### config.mk
export PLATFORM = sky130hd
export DESIGN_NAME = pulse_train_gen_flat
export DESIGN_NICKNAME = d
export VERILOG_FILES = /design/src/rtl/pulse_train_gen_pkg.sv /design/src/rtl/pulse_train_gen_if.sv /design/src/rtl/pulse_train_gen_phase_counter.sv /design/src/rtl/pulse_train_gen.sv /design/src/flat_wrapper.sv
export SDC_FILE = /design/constraint.sdc
export NUM_CORES = 1
export LEC_CHECK = 0
export BUFFER_PORTS_ARGS = -buffer_cell sky130_fd_sc_hd__buf_4
export CAP_MARGIN = 20
export CORE_ASPECT_RATIO = 0.7
export CORE_MARGIN = 4
export CORE_UTILIZATION = 51
export CTS_CLUSTER_DIAMETER = 150
export CTS_CLUSTER_SIZE = 16
export DETAILED_ROUTE_END_ITERATION = 16
export GPL_ROUTABILITY_DRIVEN = 0
export HOLD_SLACK_MARGIN = 0.05
export PLACE_DENSITY = 0.76
export REMOVE_ABC_BUFFERS = 1
export SLEW_MARGIN = 20
export SYNTH_ARGS = -nofsm -noshare
export SYNTH_HDL_FRONTEND = slang
export SYNTH_SLANG_ARGS = --single-unit
### constraint.sdc
create_clock -name clk -period 2 [get_ports clk]
set_input_delay 0.1 -clock clk [delete_from_list [all_inputs] [get_ports clk]]
set_output_delay 0.1 -clock clk [all_outputs]
set_load 0.05 [all_outputs]
### src/rtl/pulse_train_gen_pkg.sv
// Shared types and defaults for the pulse train generator.
package pulse_train_pkg;

   localparam int CNT_W_DEF = 8;

   typedef enum logic [1:0] {
      IDLE = 2'd0,
      HIGH = 2'd1,
      LOW  = 2'd2
   } state_t;

endpackage

### src/rtl/pulse_train_gen_if.sv
// Control/waveform bundle between the controller (master) and the generator (slave).
interface pulse_train_gen_if import pulse_train_pkg::*; #(
   parameter int CNT_W = CNT_W_DEF
) ();

   logic             start;
   logic             abort;
   logic [CNT_W-1:0] high_len;
   logic [CNT_W-1:0] low_len;
   logic [CNT_W-1:0] num_pulses;
   logic             wave;
   logic             busy;
   logic             done;

   modport master (
      output start, abort, high_len, low_len, num_pulses,
      input  wave, busy, done
   );

   modport slave (
      input  start, abort, high_len, low_len, num_pulses,
      output wave, busy, done
   );

endinterface

### src/rtl/pulse_train_gen_phase_counter.sv
// Loadable down-counter timing one high or low phase; a zero load is clamped to 1.
module phase_counter import pulse_train_pkg::*; #(
   parameter int CNT_W = CNT_W_DEF
) (
   input  logic             clk,
   input  logic             resetn,
   input  logic             i_load,
   input  logic [CNT_W-1:0] i_load_value,
   output logic             o_expire
);

   logic [CNT_W-1:0] r_count;
   logic [CNT_W-1:0] w_clamped;

   assign w_clamped = (i_load_value == '0) ? CNT_W'(1) : i_load_value;

   // Parks at zero so an abandoned phase never wraps into a false expire.
   always_ff @(posedge clk) begin
      if (resetn) begin
         r_count <= '0;
      end else if (i_load) begin
         r_count <= w_clamped;
      end else if (r_count != '0) begin
         r_count <= r_count - CNT_W'(1);
      end
   end

   assign o_expire = (r_count == CNT_W'(1));

endmodule

### src/rtl/pulse_train_gen.sv
// Emits N pulses of latched high/low widths per accepted start; outputs are all flopped.
module pulse_train_gen import pulse_train_pkg::*; #(
   parameter int CNT_W = CNT_W_DEF
) (
   input  logic               clk,
   input  logic               resetn,
   pulse_train_gen_if.slave   bus
);

   state_t           r_state;
   state_t           w_state_nxt;
   logic [CNT_W-1:0] r_high_len;
   logic [CNT_W-1:0] r_low_len;
   logic [CNT_W-1:0] r_pulses;
   logic             r_wave;
   logic             r_busy;
   logic             r_done;

   logic             w_load;
   logic [CNT_W-1:0] w_load_value;
   logic             w_expire;
   logic             w_latch;
   logic             w_pulse_dec;
   logic             w_done_nxt;

   phase_counter #(.CNT_W(CNT_W)) u_phase (
      .clk          (clk),
      .resetn       (resetn),
      .i_load       (w_load),
      .i_load_value (w_load_value),
      .o_expire     (w_expire)
   );

   always_comb begin
      w_state_nxt  = r_state;
      w_load       = 1'b0;
      w_load_value = r_high_len;
      w_latch      = 1'b0;
      w_pulse_dec  = 1'b0;
      w_done_nxt   = 1'b0;
      case (r_state)
         IDLE: begin
            // abort beats a simultaneous start; a zero-pulse start only strobes done.
            if (bus.start && !bus.abort) begin
               if (bus.num_pulses != '0) begin
                  w_latch      = 1'b1;
                  w_load       = 1'b1;
                  w_load_value = bus.high_len;
                  w_state_nxt  = HIGH;
               end else begin
                  w_done_nxt   = 1'b1;
               end
            end
         end
         HIGH: begin
            if (bus.abort) begin
               w_state_nxt = IDLE;
            end else if (w_expire) begin
               w_load       = 1'b1;
               w_load_value = r_low_len;
               w_state_nxt  = LOW;
            end
         end
         LOW: begin
            if (bus.abort) begin
               w_state_nxt = IDLE;
            end else if (w_expire) begin
               w_pulse_dec = 1'b1;
               if (r_pulses > CNT_W'(1)) begin
                  w_load       = 1'b1;
                  w_load_value = r_high_len;
                  w_state_nxt  = HIGH;
               end else begin
                  w_state_nxt = IDLE;
                  w_done_nxt  = 1'b1;
               end
            end
         end
         default: w_state_nxt = IDLE;
      endcase
   end

   // Outputs are registered from the next state so wave rises one cycle after start.
   always_ff @(posedge clk) begin
      if (resetn) begin
         r_state    <= IDLE;
         r_high_len <= '0;
         r_low_len  <= '0;
         r_pulses   <= '0;
         r_wave     <= 1'b0;
         r_busy     <= 1'b0;
         r_done     <= 1'b0;
      end else begin
         r_state <= w_state_nxt;
         if (w_latch) begin
            r_high_len <= bus.high_len;
            r_low_len  <= bus.low_len;
            r_pulses   <= bus.num_pulses;
         end else if (w_pulse_dec) begin
            r_pulses   <= r_pulses - CNT_W'(1);
         end
         r_wave <= (w_state_nxt == HIGH);
         r_busy <= (w_state_nxt != IDLE);
         r_done <= w_done_nxt;
      end
   end

   assign bus.wave = r_wave;
   assign bus.busy = r_busy;
   assign bus.done = r_done;

endmodule

### src/flat_wrapper.sv
// flat-port wrapper written by rule: the top's interface ports become plain ports
module pulse_train_gen_flat import pulse_train_pkg::*;
#(
   parameter int CNT_W = CNT_W_DEF
)
  (clk, resetn, bus_start, bus_abort, bus_high_len, bus_low_len, bus_num_pulses, bus_wave, bus_busy, bus_done);
  pulse_train_gen_if #(.CNT_W(CNT_W)) bus_i ();
  input  logic clk;
  input  logic resetn;
  input wire logic [$bits(bus_i.start)-1:0] bus_start;
  input wire logic [$bits(bus_i.abort)-1:0] bus_abort;
  input wire logic [$bits(bus_i.high_len)-1:0] bus_high_len;
  input wire logic [$bits(bus_i.low_len)-1:0] bus_low_len;
  input wire logic [$bits(bus_i.num_pulses)-1:0] bus_num_pulses;
  output wire logic [$bits(bus_i.wave)-1:0] bus_wave;
  output wire logic [$bits(bus_i.busy)-1:0] bus_busy;
  output wire logic [$bits(bus_i.done)-1:0] bus_done;
  assign bus_i.start = bus_start;
  assign bus_i.abort = bus_abort;
  assign bus_i.high_len = bus_high_len;
  assign bus_i.low_len = bus_low_len;
  assign bus_i.num_pulses = bus_num_pulses;
  assign bus_wave = bus_i.wave;
  assign bus_busy = bus_i.busy;
  assign bus_done = bus_i.done;
  pulse_train_gen #(.CNT_W(CNT_W)) u_core (.clk(clk), .resetn(resetn), .bus(bus_i));
endmodule
# == Yosys cells after proc, flatten, opt, wreduce, memory -nomap -nowiden ==
# Index checks and enable logic that the tools add are counted.
# Widths: inputs -> output; s select.
# word_totals
register_bits,37
latch_bits,0
ramBits,0
romBits,0
out_inout_bits,3
word_cells,58
memories,0
# op_classes
add_sub_neg,2
mul,0
div,0
order_cmp,1
eq_ne,4
n_shift,0
n_mux,34
bitwise_logic,0
reduce_logical,9
# ops
operator,count
$mux 8,9
$pmux 8 s2,1
$reduce_bool 8->1,2
$sub 8x1->8 const B,2
$mux 1,15
$mux 2,6
$eq 8x1->1 const B,1
$gt 8x1->1 const B,1
$logic_not 8->1,1
$pmux 2 s3,1
$reduce_bool 2->1,3
$eq 2x1->1 const B,2
$pmux 1 s3,1
$eq 2x2->1 const B,1
$logic_not 2->1,1
$pmux 1 s2,1
$logic_and 1x1->1,1
$logic_not 1->1,1

# == Longest topological paths before layout ==
# depth
ltp_word,7
mapped_depth,9

# == By module ==
# From an unflattened synthesis, not the netlist that was laid out.
# hier_totals
cells_unflattened,238
hier_area_um2,1923.1
# modules_own_cells
module,n_inst,cells_each,area_each_um2,seq_area_each_um2
pulse_train_gen,1,181,1426.4,580.6
phase_counter,1,57,496.7,160.2

# == Least setup slack after synthesis ==
# OpenSTA, ideal clock, no wires.
# synth_timing
path_kind,reg2reg
from,reg u_core.u_phase.r_count[1]
to,reg u_core.u_phase.r_count[0]
arrival_time_ps,2140
t_required_ps,1925
slack_ps,-215
path_stages_with_launch,9
n_path_buf,0
cell_sequence,dfxtp_1 -> inv_1 -> ha_1 -> nor4b_2 -> nand3_2 -> o211ai_4 -> o21bai_2 -> or4b_1 -> o22ai_1
# synth_between
elab_chain_cells,7
word_cells_on_any_way,14
classes_between,eq/ne: 1; mux: 10; reduce/logical: 3
# synth_rtl
item,line_no,text
start: declaration,pulse_train_gen_phase_counter.sv:12,logic [CNT_W-1:0] r_count;
start signal: assignment,pulse_train_gen_phase_counter.sv:22,r_count <= w_clamped;
start signal: assignment,pulse_train_gen_phase_counter.sv:24,r_count <= r_count - CNT_W'(1);
$eq 8x1->1,pulse_train_gen_phase_counter.sv:28,assign o_expire = (r_count == CNT_W'(1));
$mux 8,pulse_train_gen.sv:58,end else if (w_expire) begin
$mux 8,pulse_train_gen.sv:56,if (bus.abort) begin
$pmux 8 s2,pulse_train_gen.sv:41,case (r_state)
$logic_not 8->1,pulse_train_gen_phase_counter.sv:15,assign w_clamped = (i_load_value == '0) ? CNT_W'(1) : i_load_value;
$mux 8,pulse_train_gen_phase_counter.sv:15,
$mux 8,pulse_train_gen_phase_counter.sv:21,end else if (i_load) begin
# Parallel ways exist; a longest one is shown, timed or not.
# A chain may end at the register's enable or synchronous reset.

# == Final worst setup path ==
# Ends and elaborated chain as after synthesis.

==> impl_results.md <==
- CTS tree: done
- WL per Instance: 15.5 microns
- Leading cell type by number of instances after synthesis: nand2_1
- Sink Count: 37
- Dpl cell area: 2600 sq um
- Total die area: roughly 5100 sq um
- Synthesized cell area: 2040 sq um
- Unrepaired setup endpoints after global routing: yes
- Main flop type after synthesis: dfxtp_1
- Endpoints failing setup: 3
- Setup Skew: 0.00404 ns
- Worst-Skew Late Latency: approximately 0.29 ns
- Total power draw: 2.88 mW
- Post-route cell area: just under 3000 sq um
- Vias in the first global route: 1864
- Flop2flop setup slack: -0.11 ns
- Share of cells above drive strength 1: 0.380
- Biggest cell delay along the critical path: 0.46 ns
- Routed WL: between 5 and 6 mm
- Pwr dens: 990 nW/um^2
- Placeable Area: 3670 sq um
- Largest net degree at the start of global routing: 21
- # rows: 18
- CP max FO: 4
- Tcrit/Tclk final: 1.06
- Register area share after synthesis: 0.364
- Crit path capture type: register
- CP startpoint kind: register
- Leakage: 1.20 nW
- CTS Buffer Depth: 2
- Critical Path RT: 2.21 ns
- Detailed Route Iter0 Violations: 168
- Fin crit period: 2.11 ns
- First-pass GRT wire length: about 9 mm
- # nets final: 358
- Worst path bufs/invs: 2
- Setup TNS: -0.118 ns
- Clk pin slew, worst setup/hold paths: 0.07 ns
- Routed Antenna Nets: 0
- Status: complete, but fails checks
- Via count: between 2000 and 2500
- Ys async rst share: 0
- Measured slew at the worst slew-check pin: just under 0.6 ns
- CP delay by family, top: simple AND/OR/NAND/NOR gates
- Fmax achieved: 473 MHz
- Worst setup margin: -0.114 ns
- Slowest CP cell: or4b_1
- H-tree Lvls: 2
- Initial Util: 0.555
- Hold Violations, Final: 0
- Router iterations before antenna repair: 5
- Die H: between 60 and 70 microns
- Critical Setup Path Class: register to register
- Via density: 5.55
- Hold WC Path Type: input pin to register
- Worst rel slew slack: 0.612
- Max-cap check violation count: 0
- Fin. max-slew vios: 0
- YS warnings: 0
- Max VDD drop: 0.967 mV
- Synth top area share: 0.364
- Synth area leaders: dfxtp_1, nand2_1, a21oi_1
- Post-route DRC: 0
- Post-synth EDFFs: 0
- Overflow after GRT: 0
- Post-synth top cells: nand2_1, dfxtp_1, a21oi_1, nor2_1, a211oi_1
- I/O Pins: 31
- I/O Buffers: 30
- CTS root buf: clkbuf_8
- CTS Buf Count: 5
- WP data arrival: 2.33 ns
- Synthesized instance count: 242
- Global Route Usage Sum: 0.228
- Die width: 83.5 microns
- Post-synth cell types: 56
- Antenna cells: 0
- Dpl ws: -0.115 ns
- Initial antenna violation count: 0
- Mapped Avg Cell Area: 8.42 sq um
- Post-synthesis register bit count: 37
- Failing checks: setup timing
- Crit-path cells: inv_2 > ha_4 > nor4b_4 > buf_4 > nand2_1 > mux2i_1 > a211o_2 > or4b_1 > o22ai_1
- HPWL reported at the end of detailed placement: 4.10 mm
- Largest area contributor in the netlist: dfxtp_1
- Worst hold margin: 0.0565 ns
- Area Overhead vs Synth: 42.8%
## through the flow
step | cells | util
2_1_floorplan | 231 | -
3_5_place_dp | 356 | 0.709
4_1_cts | 372 | 0.766
6_report | 376 | 0.792
3_3_place_gp | 356 | 0.709
5_1_grt | 376 | 0.792
## layout make-up
type	instances	area, sq um
timing repair buffer	87	674
multi-input combinational	188	1300
sequential	37	746
clock buffer	7	96.3
fill	258	762
clock inverter	1	5.00
tap	50	62.6
inverter	6	22.5
## where the power goes
| group | total [mW] | internal (mW) | switching (mW) |
|---|---|---|---|
| clock network | 0.574 | 0.311 | 0.262 |
| logic | 1.36 | 0.675 | 0.687 |
| registers | 0.946 | 0.850 | 0.0958 |
| total | 2.88 | 1.84 | 1.05 |
## placed cells by master (no fill, tap or decap), types with 3 or more instances in the layout
cell type       n
a211oi_1        9
dfxtp_2         4
clkbuf_8        7
nor3_1          7
buf_4          77
xnor2_1         4
xor2_1          3
a22o_1          4
nor2_1         13
nand3_1         5
inv_1           5
or4_1           3
nand2_1        45
mux2i_1         3
dfxtp_1        33
a21oi_2         3
o21ai_0         4
nor2b_1         3
a21oi_1        26
dlygate4sd3_1   8
ha_1            4
## worst paths after layout
kind,startpoint,end,depth (start not counted)
setup / recovery,u_core.u_phase.r_count[1]$_SDFFE_PP0P_,u_core.u_phase.r_count[0]$_SDFFE_PP0P_,9
hold / removal,bus_high_len[6],u_core.r_high_len[6]$_SDFFE_PP0P_,3
hold reg to reg,u_core.r_high_len[6]$_SDFFE_PP0P_,u_core.r_high_len[6]$_SDFFE_PP0P_,2
setup reg to reg,u_core.u_phase.r_count[1]$_SDFFE_PP0P_,u_core.u_phase.r_count[0]$_SDFFE_PP0P_,9
## sequential cells by signal (all words and copies together) (netlist names)
name and count:
u_core.bus.done 1, u_core.u_phase.r_count 8, u_core.r_pulses 8, u_core.r_high_len 8, u_core.bus.busy 1, u_core.r_low_len 8
u_core.r_state 2, u_core.bus.wave 1
## worst min-delay path, stage by stage
cell and delay, ns:
buf_4 0.11, nand2_1 0.05, a21oi_1 0.05
## timing repair
item / CTS / global route
gates cloned: 0 / 1
pin swaps: 1 / 6
endpoints found under the setup margin: 7 / 13
hold endpoints to repair: 8 / 0
hold buffers: 8 / 0
buffers inserted: 0 / 3
resized for setup: 6 / 17
## cells by family after synthesis
| group | Yosys count | synth area share |
|---|---|---|
| fa+ha+maj | 5 | 0.0307 |
| xor+xnor | 9 | 0.0424 |
| buf+inv | 17 | 0.0418 |
| compound gates | 65 | 0.223 |
| mux | 5 | 0.0258 |
| simple gates | 104 | 0.273 |
| flops | 37 | 0.364 |
## per-layer routing
metal,track usage,up-vias,part of all wire
met5,0,-,0
met2,0.325,78,0.43
met3,0.0475,8,0.071
met1,0.343,956,0.49
met4,0.0711,0,0.011
li1,-,1046,-
(Power assumes the default switching activity.)
